===== src/rtl/ldm_stm_sequencer.sv =====
// ARM LDM/STM block-transfer sequencer: walks a register list lowest-first,
// issuing one req/ack memory beat per register and driving the register bank.
module ldm_stm_sequencer #(
    parameter int unsigned DATA_W = 32,
    parameter int unsigned RF_AW  = 5
) (
    input  logic              clk,
    input  logic              reset,
    input  logic              start,
    input  logic              is_load,
    input  logic              up,
    input  logic              pre,
    input  logic              writeback,
    input  logic [3:0]        base_reg,
    input  logic [DATA_W-1:0] base_addr,
    input  logic [15:0]       reg_list,
    input  logic [DATA_W-1:0] rf_read1,
    input  logic [DATA_W-1:0] mem_rdata,
    input  logic              mem_ack,
    output logic [RF_AW-1:0]  rf_address1,
    output logic [DATA_W-1:0] rf_write,
    output logic              rf_w,
    output logic [DATA_W-1:0] pc_write,
    output logic              pc_w,
    output logic [DATA_W-1:0] mem_addr,
    output logic [DATA_W-1:0] mem_wdata,
    output logic              mem_req,
    output logic              mem_we,
    output logic              busy,
    output logic              done
);

    typedef enum logic [2:0] {
        S_IDLE, S_SETUP, S_RD, S_MEM, S_WR, S_BASE_WB, S_DONE
    } state_t;

    state_t state, state_nxt;

    logic              is_load_q, up_q, pre_q, wb_q, wb_en_q;
    logic [3:0]        base_reg_q;
    logic [DATA_W-1:0] base_q, addr_q, data_q, final_q;
    logic [15:0]       list_q;

    logic [3:0]        cur;
    logic [15:0]       rem;
    logic [4:0]        n_regs;
    logic [DATA_W-1:0] span, start_addr, final_val;
    logic              wb_en_c;

    // Current register is the lowest set bit of the remaining list.
    always_comb begin
        cur    = 4'd0;
        n_regs = 5'd0;
        for (int i = 15; i >= 0; i--) begin
            if (list_q[i]) cur = 4'(i);
            n_regs = n_regs + 5'(list_q[i]);
        end
        rem = list_q & ~(16'd1 << cur);
    end

    // Descending modes still issue ascending addresses starting below the base.
    always_comb begin
        span       = DATA_W'(n_regs) << 2;
        final_val  = up_q ? base_q + span : base_q - span;
        if (up_q) start_addr = pre_q ? base_q + DATA_W'(4) : base_q;
        else      start_addr = pre_q ? base_q - span : base_q - span + DATA_W'(4);
        wb_en_c    = wb_q && (base_reg_q != 4'd15) && !(is_load_q && list_q[base_reg_q]);
    end

    always_ff @(posedge clk) begin
        if (reset) state <= S_IDLE;
        else       state <= state_nxt;
    end

    always_comb begin
        state_nxt = state;
        case (state)
            S_IDLE:    if (start) state_nxt = S_SETUP;
            S_SETUP:   if (list_q == 16'd0) state_nxt = S_DONE;
                       else                 state_nxt = is_load_q ? S_MEM : S_RD;
            S_RD:      state_nxt = S_MEM;
            S_MEM:     if (mem_ack) begin
                           if (is_load_q)          state_nxt = S_WR;
                           else if (rem != 16'd0)  state_nxt = S_RD;
                           else                    state_nxt = wb_en_q ? S_BASE_WB : S_DONE;
                       end
            S_WR:      if (rem != 16'd0) state_nxt = S_MEM;
                       else              state_nxt = wb_en_q ? S_BASE_WB : S_DONE;
            S_BASE_WB: state_nxt = S_DONE;
            S_DONE:    state_nxt = S_IDLE;
            default:   state_nxt = S_IDLE;
        endcase
    end

    // Transfer datapath: latched command, beat address and beat data.
    always_ff @(posedge clk) begin
        if (reset) begin
            is_load_q  <= 1'b0;
            up_q       <= 1'b0;
            pre_q      <= 1'b0;
            wb_q       <= 1'b0;
            wb_en_q    <= 1'b0;
            base_reg_q <= 4'd0;
            base_q     <= '0;
            addr_q     <= '0;
            data_q     <= '0;
            final_q    <= '0;
            list_q     <= 16'd0;
        end else begin
            case (state)
                S_IDLE: if (start) begin
                    is_load_q  <= is_load;
                    up_q       <= up;
                    pre_q      <= pre;
                    wb_q       <= writeback;
                    base_reg_q <= base_reg;
                    base_q     <= base_addr;
                    list_q     <= reg_list;
                end
                S_SETUP: begin
                    addr_q  <= start_addr;
                    final_q <= final_val;
                    wb_en_q <= wb_en_c;
                end
                S_RD: data_q <= rf_read1;
                S_MEM: if (mem_ack) begin
                    addr_q <= addr_q + DATA_W'(4);
                    if (is_load_q) data_q <= mem_rdata;
                    else           list_q <= rem;
                end
                S_WR: list_q <= rem;
                default: ;
            endcase
        end
    end

    // Outputs decode purely from registered state, so reset clears them at once.
    always_comb begin
        rf_address1 = '0;
        rf_write    = '0;
        rf_w        = 1'b0;
        pc_write    = '0;
        pc_w        = 1'b0;
        mem_addr    = '0;
        mem_wdata   = '0;
        mem_req     = 1'b0;
        mem_we      = 1'b0;
        busy        = (state != S_IDLE);
        done        = (state == S_DONE);
        case (state)
            S_RD: rf_address1 = RF_AW'(cur);
            S_MEM: begin
                mem_req   = 1'b1;
                mem_we    = ~is_load_q;
                mem_addr  = addr_q & ~DATA_W'(3);
                mem_wdata = is_load_q ? '0 : data_q;
            end
            S_WR: begin
                if (cur == 4'd15) begin
                    pc_w     = 1'b1;
                    pc_write = data_q & ~DATA_W'(3);
                end else begin
                    rf_w        = 1'b1;
                    rf_address1 = RF_AW'(cur);
                    rf_write    = data_q;
                end
            end
            S_BASE_WB: begin
                rf_w        = 1'b1;
                rf_address1 = RF_AW'(base_reg_q);
                rf_write    = final_q;
            end
            default: ;
        endcase
    end

endmodule


===== config.mk =====
export PLATFORM = sky130hd
export DESIGN_NAME = ldm_stm_sequencer
export DESIGN_NICKNAME = d
export VERILOG_FILES = /design/src/rtl/ldm_stm_sequencer.sv
export SDC_FILE = /design/constraint.sdc
export NUM_CORES = 1
export LEC_CHECK = 0
export ABC_CLOCK_PERIOD_IN_PS = 6800
export BUFFER_PORTS_ARGS = -buffer_cell sky130_fd_sc_hd__buf_2
export CAP_MARGIN = 20
export CORE_MARGIN = 2
export CORE_UTILIZATION = 40
export DETAILED_ROUTE_END_ITERATION = 16
export SYNTH_ARGS = -nofsm -noshare
export SYNTH_HDL_FRONTEND = slang
export SYNTH_SLANG_ARGS = --single-unit

===== constraint.sdc =====
create_clock -name clk -period 6.8 [get_ports clk]
set_input_delay 0.34 -clock clk [delete_from_list [all_inputs] [get_ports clk]]
set_output_delay 0.34 -clock clk [all_outputs]
set_load 0.01 [all_outputs]

**After elaboration in Yosys (flattened, before gate mapping)**

Index checks and enable logic that the tools add are counted.

- Bits in latches: 0
- RAM bits: 0
- Logic and storage cells: 120
- Input bits: 124
- Memories kept: 0
- ROM bits: 0
- Flip-flop bits (word level): 156

- Equal/unequal tests: 12
- Muxes and demuxes: 55
- Bitwise logic cells: 3
- Multipliers: 0
- $lt $le $gt $ge: 1
- Div/mod/pow operators: 0
- Add/sub/neg operators: 20
- Reductions and logical operators: 16
- Shifts and indexed selects: 1

Operator list:

| operator | number |
|---|---|
| two-way mux 32 bit | 13 |
| one-hot mux 32 bit (2 select lines) | 3 |
| adder 32 x 3 -> 32 bit, second input constant | 3 |
| two-way mux 4 bit | 17 |
| adder 5 x 1 -> 5 bit | 11 |
| two-way mux 16 bit | 3 |
| one-hot mux 16 bit (3 select lines) | 1 |
| adder 32 x 7 -> 32 bit | 1 |
| subtractor 32 x 7 -> 32 bit | 1 |
| two-way mux 3 bit | 6 |
| one-hot mux 3 bit (6 select lines) | 1 |
| AND 16 bit | 1 |
| zero test 16 bit | 1 |
| inverter 16 bit | 1 |
| nonzero test 16 bit | 1 |
| << shifter 1 x 4 -> 16 bit, first input constant | 1 |
| one-hot mux 4 bit (3 select lines) | 1 |
| equality test 3 bit, second input constant | 3 |
| inequality test 2 bit, second input constant | 4 |
| two-way mux 1 bit | 7 |
| equality test 3 x 2 -> 1 bit, second input constant | 2 |
| AND reduction 2 bit | 3 |
| nonzero test 3 bit | 2 |
| adder 4 x 1 -> 5 bit | 1 |
| other kinds (17) | 20 |

**Longest topological paths before layout**

Gate-level depths: netlist (run 1).

- Depth after elaboration: 24
- Gate-level depth with buffers: 27
- Gate-level depth less buffers: 24

**Worst setup path before layout (run 1)**

OpenSTA, ideal clock, no wires.

- Path kind: flip-flop to flip-flop
- Start point: register list_q[0]
- End point: register addr_q[29]
- Slack: 0.320 ns
- Library setup time: 0.103 ns
- Data arrival time: 6.377 ns
- Stages on the path, launching flop included: 23
- Cell sequence: dfxtp_1 > clkbuf_1 > inv_1 > fa_1 > fa_1 > fa_1 > fa_1 > inv_1 > ha_1 > fa_1 > a21o_1 > and2_1 > ha_1 > nor2_1 > o311ai_4 > a21o_1 > a2111oi_1 > o211ai_2 > nor3_4 > and3_1 > o31ai_2 > xnor2_1 > a2111oi_2

- Cells in the longest elaborated chain, start to end: 6

RTL lines:

| what | RTL line | RTL |
|---|---|---|
| from (decl) | 42 | `logic [15:0] list_q;` |
| from (signal assigned) | 118 | `list_q <= reg_list;` |
| from (signal assigned) | 129 | `else list_q <= rem;` |
| from (signal assigned) | 131 | `S_WR: list_q <= rem;` |
| adder 5 x 1 -> 5 bit * | 56 | `n_regs = n_regs + 5'(list_q[i]);` |
| subtractor 32 x 7 -> 32 bit * | 66 | `else start_addr = pre_q ? base_q - span : base_q - span + DATA_W'(4);` |
| adder 32 x 3 -> 32 bit | 66 |  |
| two-way mux 32 bit * | 66 |  |
| two-way mux 32 bit * | 65 | `if (up_q) start_addr = pre_q ? base_q + DATA_W'(4) : base_q;` |
| one-hot mux 32 bit (2 select lines) * | 110 | `case (state)` |
| to (signal assigned) | 121 | `addr_q <= start_addr;` |
| to (signal assigned) | 127 | `addr_q <= addr_q + DATA_W'(4);` |
| to (decl) | 41 | `logic [DATA_W-1:0] base_q, addr_q, data_q, final_q;` |

Every way passes the cells marked *; elsewhere a longest branch is shown, timed or not.
A chain may end at the register's enable or synchronous reset.

**Final worst setup path (run 1)**

- Start point: register list_q[1]
- End point: register addr_q[28]

- Cells in the longest elaborated chain, start to end: 7

RTL lines:

| what | RTL line |
|---|---|
| adder 5 x 1 -> 5 bit * (2 in series) | 56 |
| subtractor 32 x 7 -> 32 bit * | 66 |
| adder 32 x 3 -> 32 bit | 66 |
| two-way mux 32 bit * | 66 |
| two-way mux 32 bit * | 65 |
| one-hot mux 32 bit (2 select lines) * | 110 |

Marks and branches as above.

==> impl_summary.txt, run 1 <==
----------------------------------------------------
[Layout]
  Fraction of layout cells with a size suffix above 1 ... 0.2043
  Non-Filler Cell Area, Final ... 13760 µm²
  Ant. Diodes ... 0
  Layout overhead on the synthesized area ... 19.10%
  Fin nets ... 1954

[Logic synthesis]
  Fraction of the yosys area taken by sequential cells ... 0.2669
  Post-synthesis cell type count ... 82
  Post-Synth Adder-Cell Area ... 0.04246
  Netlist Area Pre-Place ... 11550 µm²
  Main combinational cell family by area after synthesis ... simple AND/OR/NAND/NOR gates
  Mean area per synthesized cell ... 7.144 µm²
  Prevailing post-synth register cell ... sky130_fd_sc_hd__dfxtp_1
  Post-synthesis cell type with the largest combined area ... sky130_fd_sc_hd__dfxtp_1
  Cell types with the largest area share after synthesis ... sky130_fd_sc_hd__dfxtp_1 (27%), sky130_fd_sc_hd__nand2_1 (9.4%), sky130_fd_sc_hd__a21oi_1 (6.8%)
  Register bit count reported by yosys ... 154
  Warning count from the yosys run ... 0
  Dominant cell by count in the synthesized netlist ... sky130_fd_sc_hd__nand2_1
  Share of flip-flops with an asynchronous set or reset after synthesis ... 0
  Post-synthesis mux area share ... 0.02318
  Simple-gate portion of the synthesized area ... 0.2898
  Xor/xnor cell area share of the yosys netlist ... 0.06976
  Synthesized netlist cell count ... 1617
  Synth top area share ... 0.2669
  Compound-Gate Fraction of Synth Area ... 0.2435
  EDFF count, synth ... 0
  Top cells by count, synth ... sky130_fd_sc_hd__nand2_1 (289), sky130_fd_sc_hd__a21oi_1 (156), sky130_fd_sc_hd__dfxtp_1 (154)

[Die]
  Core Box Area ... 28550 µm²
  I/O pin count ... 263
  Width of the die ... 173.9 µm
  Row Count ... 62
  Die outline area ... 30250 µm²
  Initial standard-cell utilization of the core ... 0.4046
  Die boundary height ... 173.9 µm

[Clock tree]
  Count of hold-fix buffers inserted at cts ... 0
  TritonCTS Sinks ... 154
  Clock latency on the worst-skew pair ... 0.44 ns
  Total clock buffers created by CTS ... 17
  Maximum level of the CTS H-tree ... 4
  Largest buffer count on any clock path ... 2
  CTS tree ... yes
  Clock Root Buffer ... sky130_fd_sc_hd__clkbuf_16
  Reg clk slew, reported paths ... 0.07 ns

[Timing]
  RSZ-0062 raised after global routing ... no
  Number of failing setup endpoints in the final timing report ... 0
  Final setup margin ... 0.3605 ns
  Max-Slew Margin vs Limit ... 0.3833
  Fin Setup TNS ... 0 ns
  Final clock skew ... 0.008193 ns
  Transition at the pin with the smallest max-transition slack ... 0.9166 ns
  Shortest clock period the worst path allows after layout ... 6.439 ns
  Highest clock frequency the design can meet ... 0.1553 GHz
  Slew Limit Fails ... 0
  Fin. Hold Viols ... 0
  Part of the cycle the worst path needs ... 0.9470

[Worst setup path]
  Worst setup EP type ... flop
  Cell repeated most along the worst path ... sky130_fd_sc_hd__fa_1
  CP Data Required Time ... 7.16 ns
  Buffering stage count on the worst path with inverters included ... 3
  Kind of critical path ... flop to flop
  Critical path's largest stage delay ... 0.55 ns
  Highest fanout seen on the critical path ... 11
  Type of element launching the critical path ... flop
  Critical path arrival ... 6.80 ns
  Master of the slowest instance on the critical path ... sky130_fd_sc_hd__fa_1
  List of cells traversed by the critical path ... inv_1, fa_1, fa_1, fa_1, fa_1, inv_1, ha_1, fa_1, a21o_1, and2_1, ha_1, a211oi_1, buf_4, or4_1, a22oi_2, o211ai_1, or3_2, nor3_1, xor2_1, nand2_1, a21oi_1
  Cell type group with the largest total delay on the critical path ... adder cells

[GRT]
  Global-route wire length before repair ... 67.26 mm
  Pin count of the biggest net entering global routing ... 80
  Total routing resource utilization after global routing ... 0.2805
  Antenna violations before repair ... 0
  Via count of the first global-routing pass ... 11570
  Global-route congestion overflow total ... 0

[Power]
  Clock power share ... 0.143
  Static leakage power ... 5.899 nW
  Fraction of power spent switching nets ... 0.5137
  Comb pwr share ... 0.651
  Switching power total ... 3.845 mW
  Power after layout ... 7.486 mW
  Internal power contribution ... 3.640 mW
  Worst vdd rail ir drop ... 0.3831 mV
  Sequential fraction of design power ... 0.206
  Ratio of total power to cell area ... 544.1 nW/µm²

[Min path]
  Worst hold path type ... primary input to flop

[Drt]
  Routed wire length ... 43.02 mm
  Vias after detailed routing ... 12610
  Number of design rule violations left after detail routing ... 0
  Final ANT Viol Nets ... 0
  Average via count per standard cell ... 5.746
  Total iterations of the first detailed-routing run ... 5
  Average wire per standard cell ... 19.60 µm
  Initial drt markers ... 1038

[Placed design]
  I/O Buffers ... 257
  Placement-stage cell area ... 13070 µm²
  DP Worst Slack ... 0.1735 ns
  Global placement routability congestion ... 0.9667
  Post-DP HPWL ... 32.17 mm

[Job]
  Max Cap Viol ... 0

[Run status]
  Outcome ... finished clean

----------------------------------------------------
## final timing paths
path / start / to / slack (ns) / cells past startpoint
max: list_q[1]$_SDFFE_PP0P_ / addr_q[28]$_SDFFE_PP0P_ / 0.36 / 21
min: base_addr[11] / base_q[11]$_SDFFE_PP0P_ / 0.14 / 3
max reg2reg: list_q[1]$_SDFFE_PP0P_ / addr_q[28]$_SDFFE_PP0P_ / 0.36 / 21
min reg2reg: final_q[4]$_SDFFE_PP0P_ / final_q[4]$_SDFFE_PP0P_ / 0.45 / 2
## layer usage
metal / part of all wire / GRT usage
met1: 0.47 / 0.4049
met4: 0.025 / 0.08438
met5: 0 / 0
met2: 0.43 / 0.4248
met3: 0.072 / 0.05074
## layout by cell type, fill, tap and decap left out, types with 10 or more instances in the layout
cell type,count
sky130_fd_sc_hd__buf_2,256
sky130_fd_sc_hd__o22ai_1,13
sky130_fd_sc_hd__nand2_1,287
sky130_fd_sc_hd__xor2_1,44
sky130_fd_sc_hd__nor3_1,40
sky130_fd_sc_hd__a31oi_1,12
sky130_fd_sc_hd__a21oi_1,156
sky130_fd_sc_hd__a22oi_1,11
sky130_fd_sc_hd__nand4_1,17
sky130_fd_sc_hd__nand3_1,37
sky130_fd_sc_hd__clkbuf_16,17
sky130_fd_sc_hd__a21o_1,10
sky130_fd_sc_hd__or3_1,11
sky130_fd_sc_hd__o211ai_1,15
sky130_fd_sc_hd__mux2i_1,11
sky130_fd_sc_hd__dfxtp_1,150
sky130_fd_sc_hd__xnor2_1,48
sky130_fd_sc_hd__and2_1,68
sky130_fd_sc_hd__o21ai_0,67
sky130_fd_sc_hd__inv_1,48
sky130_fd_sc_hd__a311oi_1,32
sky130_fd_sc_hd__fa_1,12
sky130_fd_sc_hd__a211oi_1,15
sky130_fd_sc_hd__ha_1,20
sky130_fd_sc_hd__o31ai_1,11
sky130_fd_sc_hd__buf_4,37
sky130_fd_sc_hd__nor2_1,128
sky130_fd_sc_hd__a22o_1,34
sky130_fd_sc_hd__and3_1,47
sky130_fd_sc_hd__nor4_1,13
## per-stage QoR
stage | hold slack (ns) | std cells | utilization
detailed placement | 0.4475 | 2161 | 0.4577
finish | 0.1356 | 2195 | 0.4819
CTS | 0.1190 | 2193 | 0.4802
global placement | 0.4408 | 2161 | 0.4577
floorplan | 0.4321 | 1621 | -
global route | 0.1298 | 2195 | 0.4819
## power groups by stage
stage | combinational [mW] | clock [mW] | sequential, mW
finish | 4.87 | 1.07 | 1.54
global route | 5.41 | 1.12 | 1.59
CTS | 4.74 | 1.08 | 1.53
detailed placement | 4.71 | 0 | 1.55
global placement | 4.71 | 0 | 1.55
floorplan | 3.55 | 0 | 1.34
## state kept, by name, indices dropped and copies added (netlist names)
register    flops
final_q        32
wb_q            1
addr_q         30
list_q         16
state           3
wb_en_q         1
base_reg_q      4
is_load_q       1
base_q         32
up_q            1
pre_q           1
data_q         32
## final cells by class
class	instances	area [µm²]
fillers	2958	14790
clock buffers	20	456.7
well taps	384	480.5
clock inverters	12	185.2
repair buffers	294	1574
inverters	49	183.9
multi-input cells	1282	7789
flip-flops and latches	154	3088
## tightest hold or removal path: stages
cell and delay, ns:
sky130_fd_sc_hd__buf_2 0.09, sky130_fd_sc_hd__nand2_1 0.04, sky130_fd_sc_hd__a21oi_1 0.05
## logic make-up after synthesis
kind of cell / count (synthesis)
AND/OR/NAND/NOR: 706
buffers and inverters: 185
adder cells (fa/ha/maj): 32
multiplexers: 18
other: 1
flip-flops: 154
AO/OA/AOI/OAI: 429
XOR/XNOR: 92
## repair_timing
item / in CTS / in global routing
buffers inserted: 0 / 1
endpoints found under the setup margin: 0 / 16
resized for setup: 0 / 7
hold endpoints to repair: 0 / 0
No activity file was read; power rests on OpenSTA's default activity.
==> run 2: changes to the inputs <==
Settings changed: ABC_CLOCK_PERIOD_IN_PS 6800 to 8200.
Clock period 6.8 ns to 8.2 ns, I/O delays scaled along.
==> run 2 against run 1 <==
Against the previous run: die area unchanged; maximum frequency is 9.2% lower; clock-buffer cell count is 2 lower; setup slack better by 0.75 ns; register-to-register slack improved by 0.75 ns; critical path depth unchanged; final area decreased by 1.5%; sequential cell count stayed put; via count decreased by 1.0%; highest routed layer unchanged.
==> impl_summary.txt, run 2 (synthesis results as in run 1) <==
----------------------------------------------------
[Timing]
  Final setup margin ... 1.106 ns
  Transition at the pin with the smallest max-transition slack ... 1.103 ns
  Shortest clock period the worst path allows after layout ... 7.094 ns
  Part of the cycle the worst path needs ... 0.8651
  Number of failing setup endpoints in the final timing report ... 0
  Fin Setup TNS ... 0 ns
  Max-Slew Margin vs Limit ... 0.2587
  Final clock skew ... 0.01283 ns
  Fin. Hold Viols ... 0
  Highest clock frequency the design can meet ... 0.1410 GHz
  Slew Limit Fails ... 0
  RSZ-0062 raised after global routing ... no

[Power]
  Sequential fraction of design power ... 0.212
  Ratio of total power to cell area ... 445.1 nW/µm²
  Comb pwr share ... 0.650
  Fraction of power spent switching nets ... 0.5188
  Internal power contribution ... 2.901 mW
  Switching power total ... 3.128 mW
  Worst vdd rail ir drop ... 0.2667 mV
  Static leakage power ... 5.785 nW
  Clock power share ... 0.138

[Worst setup path]
  CP Data Required Time ... 8.54 ns
  Critical R2R Launch ... list_q[0]$_SDFFE_PP0P_
  Slack of the worst reg-to-reg path ... 1.11 ns
  Worst setup EP type ... flop
  Highest fanout seen on the critical path ... 10
  Critical Path Source ... list_q[0]$_SDFFE_PP0P_
  Kind of critical path ... flop to flop
  Type of element launching the critical path ... flop
  Critical path arrival ... 7.43 ns

[Layout]
  Most frequent standard cell in the layout excluding fill and tap cells ... sky130_fd_sc_hd__nand2_1
  Count of filler cells inserted in the layout ... 3003
  Largest registers ... base_q (32), data_q (32), final_q (32)
  Layout overhead on the synthesized area ... 17.27%
  Ant. Diodes ... 0
  Fin nets ... 1935
  Fraction of layout cells with a size suffix above 1 ... 0.1931
  Number of standard cells in the final layout excluding fillers ... 2176
  Leading cell types in the layout, fill and taps excluded ... sky130_fd_sc_hd__nand2_1 (287), sky130_fd_sc_hd__buf_2 (256), sky130_fd_sc_hd__a21oi_1 (156), sky130_fd_sc_hd__dfxtp_1 (153), sky130_fd_sc_hd__nor2_1 (130)

[Die]
  Die outline area ... 30250 µm²
  Die boundary height ... 173.9 µm
  Width of the die ... 173.9 µm
  Row Count ... 62
  Core Box Area ... 28550 µm²
  I/O pin count ... 263
  Initial standard-cell utilization of the core ... 0.4046

[Clock tree]
  CTS tree ... yes
  Reg clk slew, reported paths ... 0.07 ns
  Post-CTS Setup Repair Bufs ... 0
  Post-cts sizing count ... 0
  Clock latency on the worst-skew pair ... 0.45 ns
  Total clock buffers created by CTS ... 17
  Largest buffer count on any clock path ... 2
  Count of hold-fix buffers inserted at cts ... 0
  TritonCTS Sinks ... 154
  Maximum level of the CTS H-tree ... 4
  Clock Root Buffer ... sky130_fd_sc_hd__clkbuf_16

[Min path]
  Worst Hold Launch ... base_addr[14]
  Worst hold path type ... primary input to flop

[Placed design]
  I/O Buffers ... 257
  Global placement routability congestion ... 0.9181
  DP Worst Slack ... 1.128 ns
  Post-DP HPWL ... 31.54 mm
  Number of placed instances with taps included ... 2143

[Drt]
  Average wire per standard cell ... 19.26 µm
  Initial drt markers ... 1192
  Routed wire length ... 41.90 mm
  Number of design rule violations left after detail routing ... 0
  Total iterations of the first detailed-routing run ... 6
  Final ANT Viol Nets ... 0
  Vias after detailed routing ... 12480
  Average via count per standard cell ... 5.736

[GRT]
  Via count of the first global-routing pass ... 11300
  Global-route congestion overflow total ... 0
  Antenna violations before repair ... 1
  Total routing resource utilization after global routing ... 0.2724
  Pin count of the biggest net entering global routing ... 82
  Global-route wire length before repair ... 65.48 mm

[Job]
  Max Cap Viol ... 0

[Run status]
  Outcome ... finished clean

----------------------------------------------------
-- run 2: changes by cell type in the layout (fill, tap and decap cells not counted), sizes merged --
cell / before / now
buf: 294 / 275
bufinv: 4 / 2
clkbuf: 20 / 18
clkinv: 3 / 7
clkinvlp: 1 / 0
inv: 53 / 54
-- run 2: cell type report --
| type | count | area [µm²] | share of cell area |
|---|---|---|---|
| multi-input combinational | 1282 | 7766 | 0.5733 |
| sequential | 154 | 3084 | 0.2277 |
| timing repair buffer | 275 | 1431 | 0.1057 |
| tap | 384 | 480.5 | 0.03547 |
| clock buffer | 18 | 439.2 | 0.03242 |
| inverter | 49 | 183.9 | 0.01358 |
| clock inverter | 14 | 160.2 | 0.01182 |
-- run 2: worst paths after layout --
path | to | cells past startpoint
setup / recovery | addr_q[29]$_SDFFE_PP0P_ | 21
hold / removal | base_q[14]$_SDFFE_PP0P_ | 3
setup reg to reg | addr_q[29]$_SDFFE_PP0P_ | 21
hold reg to reg | final_q[15]$_SDFFE_PP0P_ | 2
-- run 2: critical path, stage by stage (launching register included) --
cell and delay [ns]:
sky130_fd_sc_hd__dfxtp_1 0.51, sky130_fd_sc_hd__inv_1 0.18, sky130_fd_sc_hd__fa_1 0.59, sky130_fd_sc_hd__fa_1 0.44, sky130_fd_sc_hd__fa_1 0.48, sky130_fd_sc_hd__fa_1 0.49
sky130_fd_sc_hd__inv_1 0.04, sky130_fd_sc_hd__ha_1 0.20, sky130_fd_sc_hd__fa_1 0.40, sky130_fd_sc_hd__a21o_1 0.18, sky130_fd_sc_hd__and2_1 0.19, sky130_fd_sc_hd__ha_1 0.38
sky130_fd_sc_hd__nor2_1 0.26, sky130_fd_sc_hd__o311ai_4 0.21, sky130_fd_sc_hd__a21o_1 0.23, sky130_fd_sc_hd__a2111oi_1 0.72, sky130_fd_sc_hd__o211ai_2 0.31, sky130_fd_sc_hd__nor3_4 0.34
sky130_fd_sc_hd__and3_1 0.22, sky130_fd_sc_hd__o31ai_2 0.07, sky130_fd_sc_hd__xnor2_1 0.18, sky130_fd_sc_hd__a2111oi_2 0.36
-- run 2: through the flow --
step | power (mW) | cell area [µm²] | util | hold WS, ns
floorplan | 4.059 | 11570 | - | 0.4321
global route | 6.531 | 13550 | 0.4745 | 0.1908
CTS | 5.973 | 13530 | 0.4740 | 0.1772
global placement | 5.107 | 12930 | 0.4530 | 0.4397
detailed placement | 5.122 | 12930 | 0.4530 | 0.4467
finish | 6.030 | 13550 | 0.4745 | 0.1871
-- run 2: power by group through the flow --
stage / Combinational [mW] / Sequential, mW / Clock, mW
4_1_cts: 3.86 / 1.27 / 0.840
3_3_place_gp: 3.82 / 1.28 / 0
6_report: 3.92 / 1.28 / 0.831
2_1_floorplan: 2.94 / 1.11 / 0
3_5_place_dp: 3.83 / 1.29 / 0
5_1_grt: 4.34 / 1.32 / 0.871
-- run 2: per-layer routing --
layer,routed length (µm),track usage
met2,17820,0.4027
met1,19570,0.3934
met4,1331,0.09979
met3,3174,0.05096
met5,0,0
==> run 3: changes to the inputs <==
Settings changed: GPL_TIMING_DRIVEN from default to 0, PLACE_DENSITY_LB_ADDON from default to 0.1.
==> run 3 against run 2 <==
Against the previous run: register-to-register slack got worse by 0.61 ns; setup slack got worse by 0.61 ns; global-route usage rose by 4.7 points; critical path depth rose by 1; die area did not move; wire length rose by 18%; combinational power rose by 10%; total power rose by 5.6%; clock power rose by 2%; sequential cell count did not move; utilization rose by 1.4 points; critical path type unchanged; largest cell class unchanged.
==> impl_summary.txt, run 3 (synthesis results as in run 1) <==
----------------------------------------------------
[Min path]
  Worst hold path type ... primary input to flop

[Run status]
  Outcome ... finished clean

[Worst setup path]
  Highest fanout seen on the critical path ... 10
  Cell repeated most along the worst path ... sky130_fd_sc_hd__fa_1
  Critical path's largest stage delay ... 0.77 ns
  Critical path arrival ... 8.03 ns
  CP Data Required Time ... 8.53 ns
  Kind of critical path ... flop to flop
  Cell type group with the largest total delay on the critical path ... adder cells
  Worst setup EP type ... flop
  List of cells traversed by the critical path ... clkbuf_1, inv_1, fa_1, fa_1, fa_1, fa_1, inv_1, ha_1, fa_1, a21o_1, and2_1, ha_1, nor2_1, o311ai_4, a21o_1, a2111oi_1, o211ai_2, nor3_4, and3_1, o31ai_2, xnor2_1, a2111oi_2
  Type of element launching the critical path ... flop
  Buffering stage count on the worst path with inverters included ... 3
  Master of the slowest instance on the critical path ... sky130_fd_sc_hd__a2111oi_1

[Placed design]
  DP Worst Slack ... 0.5693 ns
  Global placement routability congestion ... 1.004
  Post-DP HPWL ... 39.58 mm
  I/O Buffers ... 257
  Number of placed instances with taps included ... 2265

[Layout]
  Layout overhead on the synthesized area ... 20.79%
  Leading cell types in the layout, fill and taps excluded ... sky130_fd_sc_hd__nand2_1 (289), sky130_fd_sc_hd__buf_2 (267), sky130_fd_sc_hd__a21oi_1 (156), sky130_fd_sc_hd__dfxtp_1 (154), sky130_fd_sc_hd__nor2_1 (132)
  Post-Route Utilization ... 0.4887
  Number of standard cells in the final layout excluding fillers ... 2297
  Most frequent standard cell in the layout excluding fill and tap cells ... sky130_fd_sc_hd__nand2_1
  Largest registers ... base_q (32), data_q (32), final_q (32)
  Count of filler cells inserted in the layout ... 3078
  Fraction of layout cells with a size suffix above 1 ... 0.1763
  Fin nets ... 2056

[Die]
  Row Count ... 62
  Initial standard-cell utilization of the core ... 0.4046
  I/O pin count ... 263
  Die boundary height ... 173.9 µm
  Width of the die ... 173.9 µm
  Core Box Area ... 28550 µm²
  Die outline area ... 30250 µm²

[Clock tree]
  TritonCTS Sinks ... 154
  Total clock buffers created by CTS ... 17
  Post-cts sizing count ... 0
  Maximum level of the CTS H-tree ... 4
  Reg clk slew, reported paths ... 0.08 ns
  Post-CTS Setup Repair Bufs ... 0
  CTS tree ... yes
  Largest buffer count on any clock path ... 2
  Count of hold-fix buffers inserted at cts ... 0
  Clock latency on the worst-skew pair ... 0.44 ns
  Clock Root Buffer ... sky130_fd_sc_hd__clkbuf_16

[Power]
  Worst vdd rail ir drop ... 0.3074 mV
  Ratio of total power to cell area ... 456.5 nW/µm²
  Static leakage power ... 5.916 nW

[Timing]
  Worst-case hold slack ... 0.1986 ns
  Final setup margin ... 0.4990 ns
  Shortest clock period the worst path allows after layout ... 7.701 ns
  Max-Slew Margin vs Limit ... 0.1992
  RSZ-0062 raised after global routing ... no
  Slew Limit Fails ... 0
  Number of failing setup endpoints in the final timing report ... 0
  Transition at the pin with the smallest max-transition slack ... 1.192 ns
  Highest clock frequency the design can meet ... 0.1299 GHz
  Part of the cycle the worst path needs ... 0.9391
  Fin. Hold Viols ... 0
  Fin Setup TNS ... 0 ns
  Final clock skew ... 0.01909 ns

[GRT]
  Global-route wire length before repair ... 74.29 mm
  Met3 global-route usage ... 0.06409
  Antenna violations before repair ... 2
  Total routing resource utilization after global routing ... 0.3199
  Global-route congestion overflow total ... 0
  Pin count of the biggest net entering global routing ... 17
  Met1 track utilization from global routing ... 0.4390
  Via count of the first global-routing pass ... 12110
  Met2 routing resource usage after global routing ... 0.4942
  GR peak layer ... met2

[Drt]
  Final ANT Viol Nets ... 0
  Initial drt markers ... 1245
  Average via count per standard cell ... 5.729
  Vias after detailed routing ... 13160
  Routed wire length ... 49.60 mm
  Average wire per standard cell ... 21.59 µm
  Total iterations of the first detailed-routing run ... 5
  Number of design rule violations left after detail routing ... 0

[Job]
  Max Cap Viol ... 0

----------------------------------------------------
==> run 3: cell count changes in the layout (fill, tap and decap cells not counted), moves of 4 or more <==
cell	delta
sky130_fd_sc_hd__buf_2	+11
sky130_fd_sc_hd__buf_4	-12
sky130_fd_sc_hd__clkbuf_1	+107
sky130_fd_sc_hd__buf_1	+14
sky130_fd_sc_hd__inv_8	+4
sky130_fd_sc_hd__clkinv_4	-4
==> run 3: worst paths after layout <==
path | startpoint | cells after the start | slack [ns] | to
worst max-delay path | list_q[0]$_SDFFE_PP0P_ | 22 | 0.50 | addr_q[29]$_SDFFE_PP0P_
worst min-delay path | base_addr[25] | 3 | 0.20 | base_q[25]$_SDFFE_PP0P_
worst max register to register | list_q[0]$_SDFFE_PP0P_ | 22 | 0.50 | addr_q[29]$_SDFFE_PP0P_
worst min register to register | final_q[13]$_SDFFE_PP0P_ | 2 | 0.45 | final_q[13]$_SDFFE_PP0P_
==> run 3: cell type report <==
cell class / instances / area, µm² / share of cell area
Inverter: 49 / 183.9 / 0.01318
Clock inverter: 14 / 175.2 / 0.01255
Tap cell: 384 / 480.5 / 0.03444
Clock buffer: 17 / 425.4 / 0.03049
Multi-Input combinational cell: 1282 / 7744 / 0.5550
Antenna cell: 1 / 2.502 / 0.0001794
Sequential cell: 154 / 3083 / 0.2210
Buffer: 136 / 556.8 / 0.03991
Timing Repair Buffer: 260 / 1301 / 0.09327
==> run 3: tightest hold or removal path: cells and delay by family <==
kind | cells | cell delay (ns)
and+or+nand+nor | 1 | 0.04
AOI/OAI and AO/OA | 1 | 0.05
buffers and inverters | 1 | 0.09
==> run 3: metal layers <==
| metal | vias up | routed length [µm] | part of all wire |
|---|---|---|---|
| met3 | 86 | 4242 | 0.086 |
| li1 | 6280 | - | - |
| met1 | 6159 | 21770 | 0.44 |
| met2 | 632 | 21660 | 0.44 |
| met5 | - | 13 | 0.00026 |
| met4 | 2 | 1909 | 0.038 |
==> run 3: through the flow <==
step	total power, mW	instance area [µm²]
floorplan	4.059	11570
global placement	5.351	13330
detailed placement	5.387	13350
CTS	6.243	13950
global route	6.804	13950
finish	6.369	13950
==> run 3: where the power goes <==
| group | total [mW] | internal (mW) | switching, mW |
|---|---|---|---|
| Sequential | 1.20 | 0.967 | 0.233 |
| Combinational | 4.32 | 1.50 | 2.82 |
| Clock | 0.847 | 0.462 | 0.385 |
| Total | 6.37 | 2.93 | 3.44 |
